===== config.mk =====
export PLATFORM = sky130hd
export DESIGN_NAME = pipeline_ctrl_flat
export DESIGN_NICKNAME = d
export VERILOG_FILES = /design/src/rtl/pipeline_ctrl_pkg.sv /design/src/rtl/pipeline_ctrl_if.sv /design/src/rtl/pipeline_ctrl_load_use_detect.sv /design/src/rtl/pipeline_ctrl.sv /design/src/flat_wrapper.sv
export SDC_FILE = /design/constraint.sdc
export NUM_CORES = 1
export LEC_CHECK = 0
export CORE_MARGIN = 3
export CORE_UTILIZATION = 35
export DETAILED_ROUTE_END_ITERATION = 10
export PLACE_DENSITY = 0.64
export SLEW_MARGIN = 15
export SYNTH_ARGS = -nofsm -noshare
export SYNTH_HDL_FRONTEND = slang
export SYNTH_SLANG_ARGS = --single-unit
export TNS_END_PERCENT = 5

===== constraint.sdc =====
create_clock -name clk -period 2.34 [get_ports clk]
set_clock_uncertainty 0.1 [all_clocks]
set_input_delay 0.234 -clock clk [delete_from_list [all_inputs] [get_ports clk]]
set_output_delay 0.234 -clock clk [all_outputs]
set_load 0.01 [all_outputs]

===== src/rtl/pipeline_ctrl_pkg.sv =====
// Shared CPU pipeline-control types: FSM state encoding, register index width, control bundle.
// Latency: n/a (types and constants only).
// Backpressure: n/a.
package pipeline_ctrl_pkg;

    localparam int REG_W = 5;
    typedef logic [REG_W-1:0] reg_idx_t;

    typedef enum logic [1:0] {
        ST_RUN      = 2'd0,
        ST_MEM_WAIT = 2'd1,
        ST_HALT     = 2'd2,
        ST_STEP     = 2'd3
    } ctrl_state_t;

    // Pipeline register write enables and bubble-insert controls.
    typedef struct packed {
        logic pc_en;
        logic ifid_en;
        logic idex_en;
        logic exmem_en;
        logic memwb_en;
        logic ifid_flush;
        logic idex_flush;
        logic memwb_flush;
    } pipe_ctl_t;

    localparam logic [31:0] STALL_CNT_MAX = 32'hFFFF_FFFF;

endpackage


===== src/rtl/pipeline_ctrl_if.sv =====
// Hazard/debug inputs and pipeline-register controls between the datapath and pipeline_ctrl.
// Latency: wires only.
// Backpressure: none; dmem_ready is the only stall source from memory.
// master: datapath side (drives hazard/debug inputs); slave: pipeline_ctrl.
interface pipeline_ctrl_if;
    import pipeline_ctrl_pkg::*;

    logic        memread_ex;
    reg_idx_t    rd_ex;
    reg_idx_t    rs0_id;
    reg_idx_t    rs1_id;
    logic        use_rs0_id;
    logic        use_rs1_id;
    logic        branch_taken_ex;
    logic        dmem_req_mem;
    logic        dmem_ready;
    logic        dbg_halt;
    logic        dbg_step;

    logic        pc_en;
    logic        ifid_en;
    logic        idex_en;
    logic        exmem_en;
    logic        memwb_en;
    logic        ifid_flush;
    logic        idex_flush;
    logic        memwb_flush;
    logic        halted;
    logic [31:0] stall_cnt;

    modport master (
        output memread_ex, rd_ex, rs0_id, rs1_id, use_rs0_id, use_rs1_id,
               branch_taken_ex, dmem_req_mem, dmem_ready, dbg_halt, dbg_step,
        input  pc_en, ifid_en, idex_en, exmem_en, memwb_en,
               ifid_flush, idex_flush, memwb_flush, halted, stall_cnt
    );

    modport slave (
        input  memread_ex, rd_ex, rs0_id, rs1_id, use_rs0_id, use_rs1_id,
               branch_taken_ex, dmem_req_mem, dmem_ready, dbg_halt, dbg_step,
        output pc_en, ifid_en, idex_en, exmem_en, memwb_en,
               ifid_flush, idex_flush, memwb_flush, halted, stall_cnt
    );
endinterface


===== src/rtl/pipeline_ctrl_load_use_detect.sv =====
// Load-use hazard detect: ID source matches the destination of a load in EX.
// Latency: combinational.
// Backpressure: none.
// Ports: memread_ex, rd_ex, rs0_id/rs1_id, use_rs0_id/use_rs1_id in; load_use out.
module load_use_detect
    import pipeline_ctrl_pkg::*;
(
    input  logic     memread_ex,
    input  reg_idx_t rd_ex,
    input  reg_idx_t rs0_id,
    input  reg_idx_t rs1_id,
    input  logic     use_rs0_id,
    input  logic     use_rs1_id,
    output logic     load_use
);
    // x0 is hardwired zero, so a load targeting it never creates a dependency.
    assign load_use = memread_ex && (rd_ex != '0) &&
                      ((use_rs0_id && (rs0_id == rd_ex)) ||
                       (use_rs1_id && (rs1_id == rd_ex)));
endmodule


===== src/rtl/pipeline_ctrl.sv =====
// Pipeline hazard/debug controller: stalls, flushes, debug halt/step, stall-cycle counter.
// Latency: enables/flushes combinational in the triggering cycle; state change next cycle.
// Backpressure: a pending data-memory access (dmem_ready low) freezes the whole pipe.
// Ports: clk, rstn (async active-low), bus (pipeline_ctrl_if.slave).
module pipeline_ctrl
    import pipeline_ctrl_pkg::*;
(
    input  logic            clk,
    input  logic            rstn,
    pipeline_ctrl_if.slave  bus
);
    ctrl_state_t state;
    logic        step_pending;
    logic [31:0] stall_cnt_q;

    logic        load_use;
    logic        mem_stall;
    pipe_ctl_t   normal_ctl;
    pipe_ctl_t   ctl;
    logic        halted_c;

    load_use_detect u_load_use_detect (
        .memread_ex (bus.memread_ex),
        .rd_ex      (bus.rd_ex),
        .rs0_id     (bus.rs0_id),
        .rs1_id     (bus.rs1_id),
        .use_rs0_id (bus.use_rs0_id),
        .use_rs1_id (bus.use_rs1_id),
        .load_use   (load_use)
    );

    assign mem_stall = bus.dmem_req_mem && !bus.dmem_ready;

    // Normal decode, highest priority first. A taken branch squashes the
    // dependent instruction anyway, so it wins over the load-use bubble.
    always_comb begin
        normal_ctl = '{default: 1'b1, ifid_flush: 1'b0, idex_flush: 1'b0, memwb_flush: 1'b0};
        if (mem_stall) begin
            normal_ctl = '{default: 1'b0, memwb_flush: 1'b1};
        end else if (bus.branch_taken_ex) begin
            normal_ctl.ifid_flush = 1'b1;
            normal_ctl.idex_flush = 1'b1;
        end else if (load_use) begin
            normal_ctl.pc_en      = 1'b0;
            normal_ctl.ifid_en    = 1'b0;
            normal_ctl.idex_flush = 1'b1;
        end
    end

    // rstn gates the outputs directly so they drop in the same instant reset asserts.
    always_comb begin
        ctl      = '0;
        halted_c = 1'b0;
        if (rstn) begin
            unique case (state)
                ST_HALT: halted_c = 1'b1;
                ST_STEP: begin
                    ctl      = normal_ctl;
                    halted_c = 1'b1;
                end
                default: ctl = normal_ctl;
            endcase
        end
    end

    always_ff @(posedge clk or negedge rstn) begin
        if (!rstn) begin
            state        <= ST_RUN;
            step_pending <= 1'b0;
            stall_cnt_q  <= '0;
        end else begin
            unique case (state)
                ST_RUN: begin
                    // The halt-boundary cycle is still decoded normally above.
                    if (mem_stall)         state <= ST_MEM_WAIT;
                    else if (bus.dbg_halt) state <= ST_HALT;
                end
                ST_MEM_WAIT: begin
                    if (bus.dmem_ready) begin
                        step_pending <= 1'b0;
                        if (step_pending || bus.dbg_halt) state <= ST_HALT;
                        else                              state <= ST_RUN;
                    end
                end
                ST_HALT: begin
                    if (bus.dbg_step)      state <= ST_STEP;
                    else if (!bus.dbg_halt) state <= ST_RUN;
                end
                ST_STEP: begin
                    // A stepped instruction stuck on memory must still return to HALT.
                    if (mem_stall) begin
                        state        <= ST_MEM_WAIT;
                        step_pending <= 1'b1;
                    end else begin
                        state <= ST_HALT;
                    end
                end
                default: state <= ST_RUN;
            endcase

            if ((state != ST_HALT) && !ctl.pc_en && (stall_cnt_q != STALL_CNT_MAX))
                stall_cnt_q <= stall_cnt_q + 32'd1;
        end
    end

    assign bus.pc_en       = ctl.pc_en;
    assign bus.ifid_en     = ctl.ifid_en;
    assign bus.idex_en     = ctl.idex_en;
    assign bus.exmem_en    = ctl.exmem_en;
    assign bus.memwb_en    = ctl.memwb_en;
    assign bus.ifid_flush  = ctl.ifid_flush;
    assign bus.idex_flush  = ctl.idex_flush;
    assign bus.memwb_flush = ctl.memwb_flush;
    assign bus.halted      = halted_c;
    assign bus.stall_cnt   = stall_cnt_q;

endmodule

===== src/flat_wrapper.sv =====
// flat-port wrapper written by rule: the top's interface ports become plain ports
module pipeline_ctrl_flat import pipeline_ctrl_pkg::*;
  (clk, rstn, bus_memread_ex, bus_rd_ex, bus_rs0_id, bus_rs1_id, bus_use_rs0_id, bus_use_rs1_id, bus_branch_taken_ex, bus_dmem_req_mem, bus_dmem_ready, bus_dbg_halt, bus_dbg_step, bus_pc_en, bus_ifid_en, bus_idex_en, bus_exmem_en, bus_memwb_en, bus_ifid_flush, bus_idex_flush, bus_memwb_flush, bus_halted, bus_stall_cnt);
  pipeline_ctrl_if bus_i ();
  input  logic clk;
  input  logic rstn;
  input wire logic [$bits(bus_i.memread_ex)-1:0] bus_memread_ex;
  input wire logic [$bits(bus_i.rd_ex)-1:0] bus_rd_ex;
  input wire logic [$bits(bus_i.rs0_id)-1:0] bus_rs0_id;
  input wire logic [$bits(bus_i.rs1_id)-1:0] bus_rs1_id;
  input wire logic [$bits(bus_i.use_rs0_id)-1:0] bus_use_rs0_id;
  input wire logic [$bits(bus_i.use_rs1_id)-1:0] bus_use_rs1_id;
  input wire logic [$bits(bus_i.branch_taken_ex)-1:0] bus_branch_taken_ex;
  input wire logic [$bits(bus_i.dmem_req_mem)-1:0] bus_dmem_req_mem;
  input wire logic [$bits(bus_i.dmem_ready)-1:0] bus_dmem_ready;
  input wire logic [$bits(bus_i.dbg_halt)-1:0] bus_dbg_halt;
  input wire logic [$bits(bus_i.dbg_step)-1:0] bus_dbg_step;
  output wire logic [$bits(bus_i.pc_en)-1:0] bus_pc_en;
  output wire logic [$bits(bus_i.ifid_en)-1:0] bus_ifid_en;
  output wire logic [$bits(bus_i.idex_en)-1:0] bus_idex_en;
  output wire logic [$bits(bus_i.exmem_en)-1:0] bus_exmem_en;
  output wire logic [$bits(bus_i.memwb_en)-1:0] bus_memwb_en;
  output wire logic [$bits(bus_i.ifid_flush)-1:0] bus_ifid_flush;
  output wire logic [$bits(bus_i.idex_flush)-1:0] bus_idex_flush;
  output wire logic [$bits(bus_i.memwb_flush)-1:0] bus_memwb_flush;
  output wire logic [$bits(bus_i.halted)-1:0] bus_halted;
  output wire logic [$bits(bus_i.stall_cnt)-1:0] bus_stall_cnt;
  assign bus_i.memread_ex = bus_memread_ex;
  assign bus_i.rd_ex = bus_rd_ex;
  assign bus_i.rs0_id = bus_rs0_id;
  assign bus_i.rs1_id = bus_rs1_id;
  assign bus_i.use_rs0_id = bus_use_rs0_id;
  assign bus_i.use_rs1_id = bus_use_rs1_id;
  assign bus_i.branch_taken_ex = bus_branch_taken_ex;
  assign bus_i.dmem_req_mem = bus_dmem_req_mem;
  assign bus_i.dmem_ready = bus_dmem_ready;
  assign bus_i.dbg_halt = bus_dbg_halt;
  assign bus_i.dbg_step = bus_dbg_step;
  assign bus_pc_en = bus_i.pc_en;
  assign bus_ifid_en = bus_i.ifid_en;
  assign bus_idex_en = bus_i.idex_en;
  assign bus_exmem_en = bus_i.exmem_en;
  assign bus_memwb_en = bus_i.memwb_en;
  assign bus_ifid_flush = bus_i.ifid_flush;
  assign bus_idex_flush = bus_i.idex_flush;
  assign bus_memwb_flush = bus_i.memwb_flush;
  assign bus_halted = bus_i.halted;
  assign bus_stall_cnt = bus_i.stall_cnt;
  pipeline_ctrl u_core (.clk(clk), .rstn(rstn), .bus(bus_i));
endmodule

==> impl_metrics.env <==
export IMPL_route_detailed_drc=0
export IMPL_p_clk_share_pct=13.7
export IMPL_gp_congestion=0.7592
export IMPL_synth_most_common_cell="dfrtp_1"
export IMPL_fin_crit_sh_pct=99.81
export IMPL_critPathCaptureType="output port"
export IMPL_finalSetupViolations=0
export IMPL_status="finished clean"
export IMPL_pwr_share_comb_pct=52.2
export IMPL_synthCells=202
export IMPL_syn2layout_area_growth_pct=47.98
export IMPL_slew_violations=0
export IMPL_r2r_slack_ns=0.18
export IMPL_power_net_switching_mw=1.222
export IMPL_power_frac_seq_pct=34.1
export IMPL_synth_cell_type_count=39
export IMPL_swShare_pct=39.67
export IMPL_root_buffer="clkbuf_8"
export IMPL_synth_warnings=0
export IMPL_r2r_start="u_core.bus.stall_cnt[0]"
export IMPL_synth_top_cell_area_share_pct=43.40
export IMPL_synth_edff_count=0
export IMPL_start_util_pct=36.43
export IMPL_grt_pass1_vias=1764
export IMPL_place_ws_ns=-0.2386
export IMPL_rsz0062_at_grt="true"
export IMPL_powerDensity_mw_per_mm2=1032
export IMPL_setup_ws_ns=0.004451
export IMPL_p_int_mw=1.859
export IMPL_ant_nets=0
export IMPL_cts_tree="built"
export IMPL_routed_wl_um=5007
export IMPL_slowest_delay_ns=0.51
export IMPL_die_w_um=81.94
export IMPL_dieArea_mm2=0.006713
export IMPL_crit_type="in -> out"
export IMPL_ys_top_cells_by_area="dfrtp_1, xor2_1, xnor2_1"
export IMPL_dp_cells=348
export IMPL_cts_buffers=5
export IMPL_ys_seq_elements=35
export IMPL_nNetsFinal=315
export IMPL_tightestPinTransition_ns=0.4344
export IMPL_clk_path_buf_depth=2
export IMPL_io_buffer_count=65
export IMPL_fin_cells=358
export IMPL_grt_total_usage_pct=15.85
export IMPL_hpwl_um=3641
export IMPL_fmax_ghz=0.4282
export IMPL_core_area_mm2=0.005540
export IMPL_ys_async_sr_fraction_pct=100.0
export IMPL_insertion_delay_ns=0.29
export IMPL_drive_gt1_share_pct=13.99
export IMPL_hold_path_class="in -> async"
export IMPL_syn_num_nets=232
export IMPL_drt_initial_drc_count=77
export IMPL_overflow=0
export IMPL_grt_pass1_wl_um=8093
export IMPL_synth_top_cell_by_area="dfrtp_1"
export IMPL_rows=27
export IMPL_path_clk_slew_ns=0.07
export IMPL_antenna_found_initial=0
export IMPL_die_h_um=81.94
export IMPL_final_cell_area_mm2=0.002987
export IMPL_cp_start_kind="input pin"
export IMPL_crit_path_top_delay_cell="or4_1"
export IMPL_drt_first_pass_iters=4
export IMPL_cts_max_level=2
export IMPL_num_antenna_cells=0
export IMPL_relSlewSlack_pct=71.04
export IMPL_cp_max_fo=3
export IMPL_numClockSinks=35
export IMPL_finalPower_mw=3.081
export IMPL_r2r_end="u_core.bus.stall_cnt[23]"
export IMPL_syn_avg_cell_area_um2=9.991
export IMPL_netlist_area_mm2=0.002018
export IMPL_hold_violations=0
export IMPL_cp_data_required_time_ns=2.01
export IMPL_wl_per_cell_um=13.99
export IMPL_ir_drop_uv=477.2
export IMPL_period_needed_ns=2.336
export IMPL_drv_cap=0
export IMPL_finalSetupTns_ns=0
export IMPL_io_pins=66
export IMPL_via_per_inst=4.908
export IMPL_grt_max_degree=35
export IMPL_placed_area_mm2=0.002854
export IMPL_path_cells="clkdlybuf4s50_1 -> or4_1 -> o21ai_2 -> nor2_1 -> a21boi_2 -> dlygate4sd2_1"
export IMPL_vias=1757
export IMPL_ys_flop_type="dfrtp_1"
export IMPL_synth_commonest_cells="dfrtp_1, xor2_1, nand2_1, nor3_1, nor4_1"
export IMPL_crit_arrival_ns=2.00
export IMPL_rr_worst_depth=8
export IMPL_p_leak_nw=1.133
export IMPL_ys_seq_area_share_pct=43.40
-- power groups by stage --
stage          Clock [mW]  Sequential (mW)  Combinational (mW)
2_1_floorplan           0             1.12               0.750
3_3_place_gp            0             1.05                1.58
3_5_place_dp            0             1.06                1.60
4_1_cts             0.438             1.06                1.61
5_1_grt             0.462             1.09                1.78
6_report            0.421             1.05                1.61
-- registers in the layout, summed over array words and instances (netlist names) --
name	count
u_core.bus.stall_cnt	32
u_core.state	2
u_core.step_pending	1
-- area by class of cell --
| class | instances | area [um^2] |
|---|---|---|
| repair buffers | 85 | 822.0 |
| flip-flops and latches | 35 | 875.8 |
| multi-input cells | 149 | 1084 |
| inverters | 9 | 33.78 |
| clock inverters | 1 | 5.005 |
| well taps | 72 | 90.09 |
| clock buffers | 7 | 76.32 |
| fillers | 515 | 2554 |
-- cells in the final DEF, fill, tap and decap left out, drive strengths merged, types with 5 or more instances in the layout --
cell and n:
nand2 17, xnor2 12, ha 5, nand3 7, clkbuf 7, xor2 29
buf 20, clkdlybuf4s50 60, nor4 13, dfrtp 35, nand4 12, inv 9
nor3 18, nor2 6
-- stage by stage --
| step | hold slack (ns) | util [%] |
|---|---|---|
| after floorplan | -0.1616 | - |
| after global routing | 0.1906 | 53.91 |
| after global placement | -0.04685 | 51.51 |
| after detailed placement | -0.04790 | 51.51 |
| final | 0.1844 | 53.91 |
| after CTS | 0.1816 | 53.34 |
-- timing repair --
action                                  4_1_cts  5_1_grt
hold buffers                                  1        0
pin swaps                                     0        2
resized for setup                             7        5
endpoints found under the setup margin        4        8
gates cloned                                  0        0
setup buffers                                 0        1
endpoints found under the hold margin        28        0
-- cell families (layout without fill, tap and decap cells) --
kind of cell               after synthesis  after routing  synth area share [%]
DFF                                     35             35                 43.40
AOI/OAI and AO/OA                       15             15                 5.889
adders and majority gates                5              5                 3.100
muxes                                    1              1                0.5579
xor gates and xnor gates                41             41                 17.79
and+or+nand+nor                         87             87                 24.61
buffers and inverters                   18            102                 4.649
-- worst max-delay path by stage --
stage / start / endpoint / slack (ns) / cells past startpoint
CTS: bus_rd_ex[3] / bus_idex_flush / -0.14 / 8
floorplan: u_core.state[0] / u_core.bus.stall_cnt[12] / 0.32 / 8
global route: bus_rd_ex[2] / bus_pc_en / -0.1 / 6
finish: bus_rd_ex[2] / bus_pc_en / 0.004 / 6
detailed placement: bus_rd_ex[2] / bus_pc_en / -0.24 / 6
global placement: bus_rd_ex[2] / bus_pc_en / -0.20 / 6
-- metal layers --
| layer | vias up | share of wire (%) | track usage, % |
|---|---|---|---|
| li1 | 882 | - | - |
| met1 | 811 | 44 | 19.02 |
| met2 | 59 | 45 | 26.82 |
| met3 | 5 | 9.6 | 5.044 |
| met4 | 0 | 1.3 | 5.150 |
| met5 | - | 0 | 0 |
-- critical path: cells and delay by family --
| kind | cells | cell delay (ns) |
|---|---|---|
| AOI/OAI and AO/OA | 2 | 0.40 |
| buffers and inverters | 2 | 0.76 |
| and+or+nand+nor | 2 | 0.60 |
(Power assumes the default switching activity.)
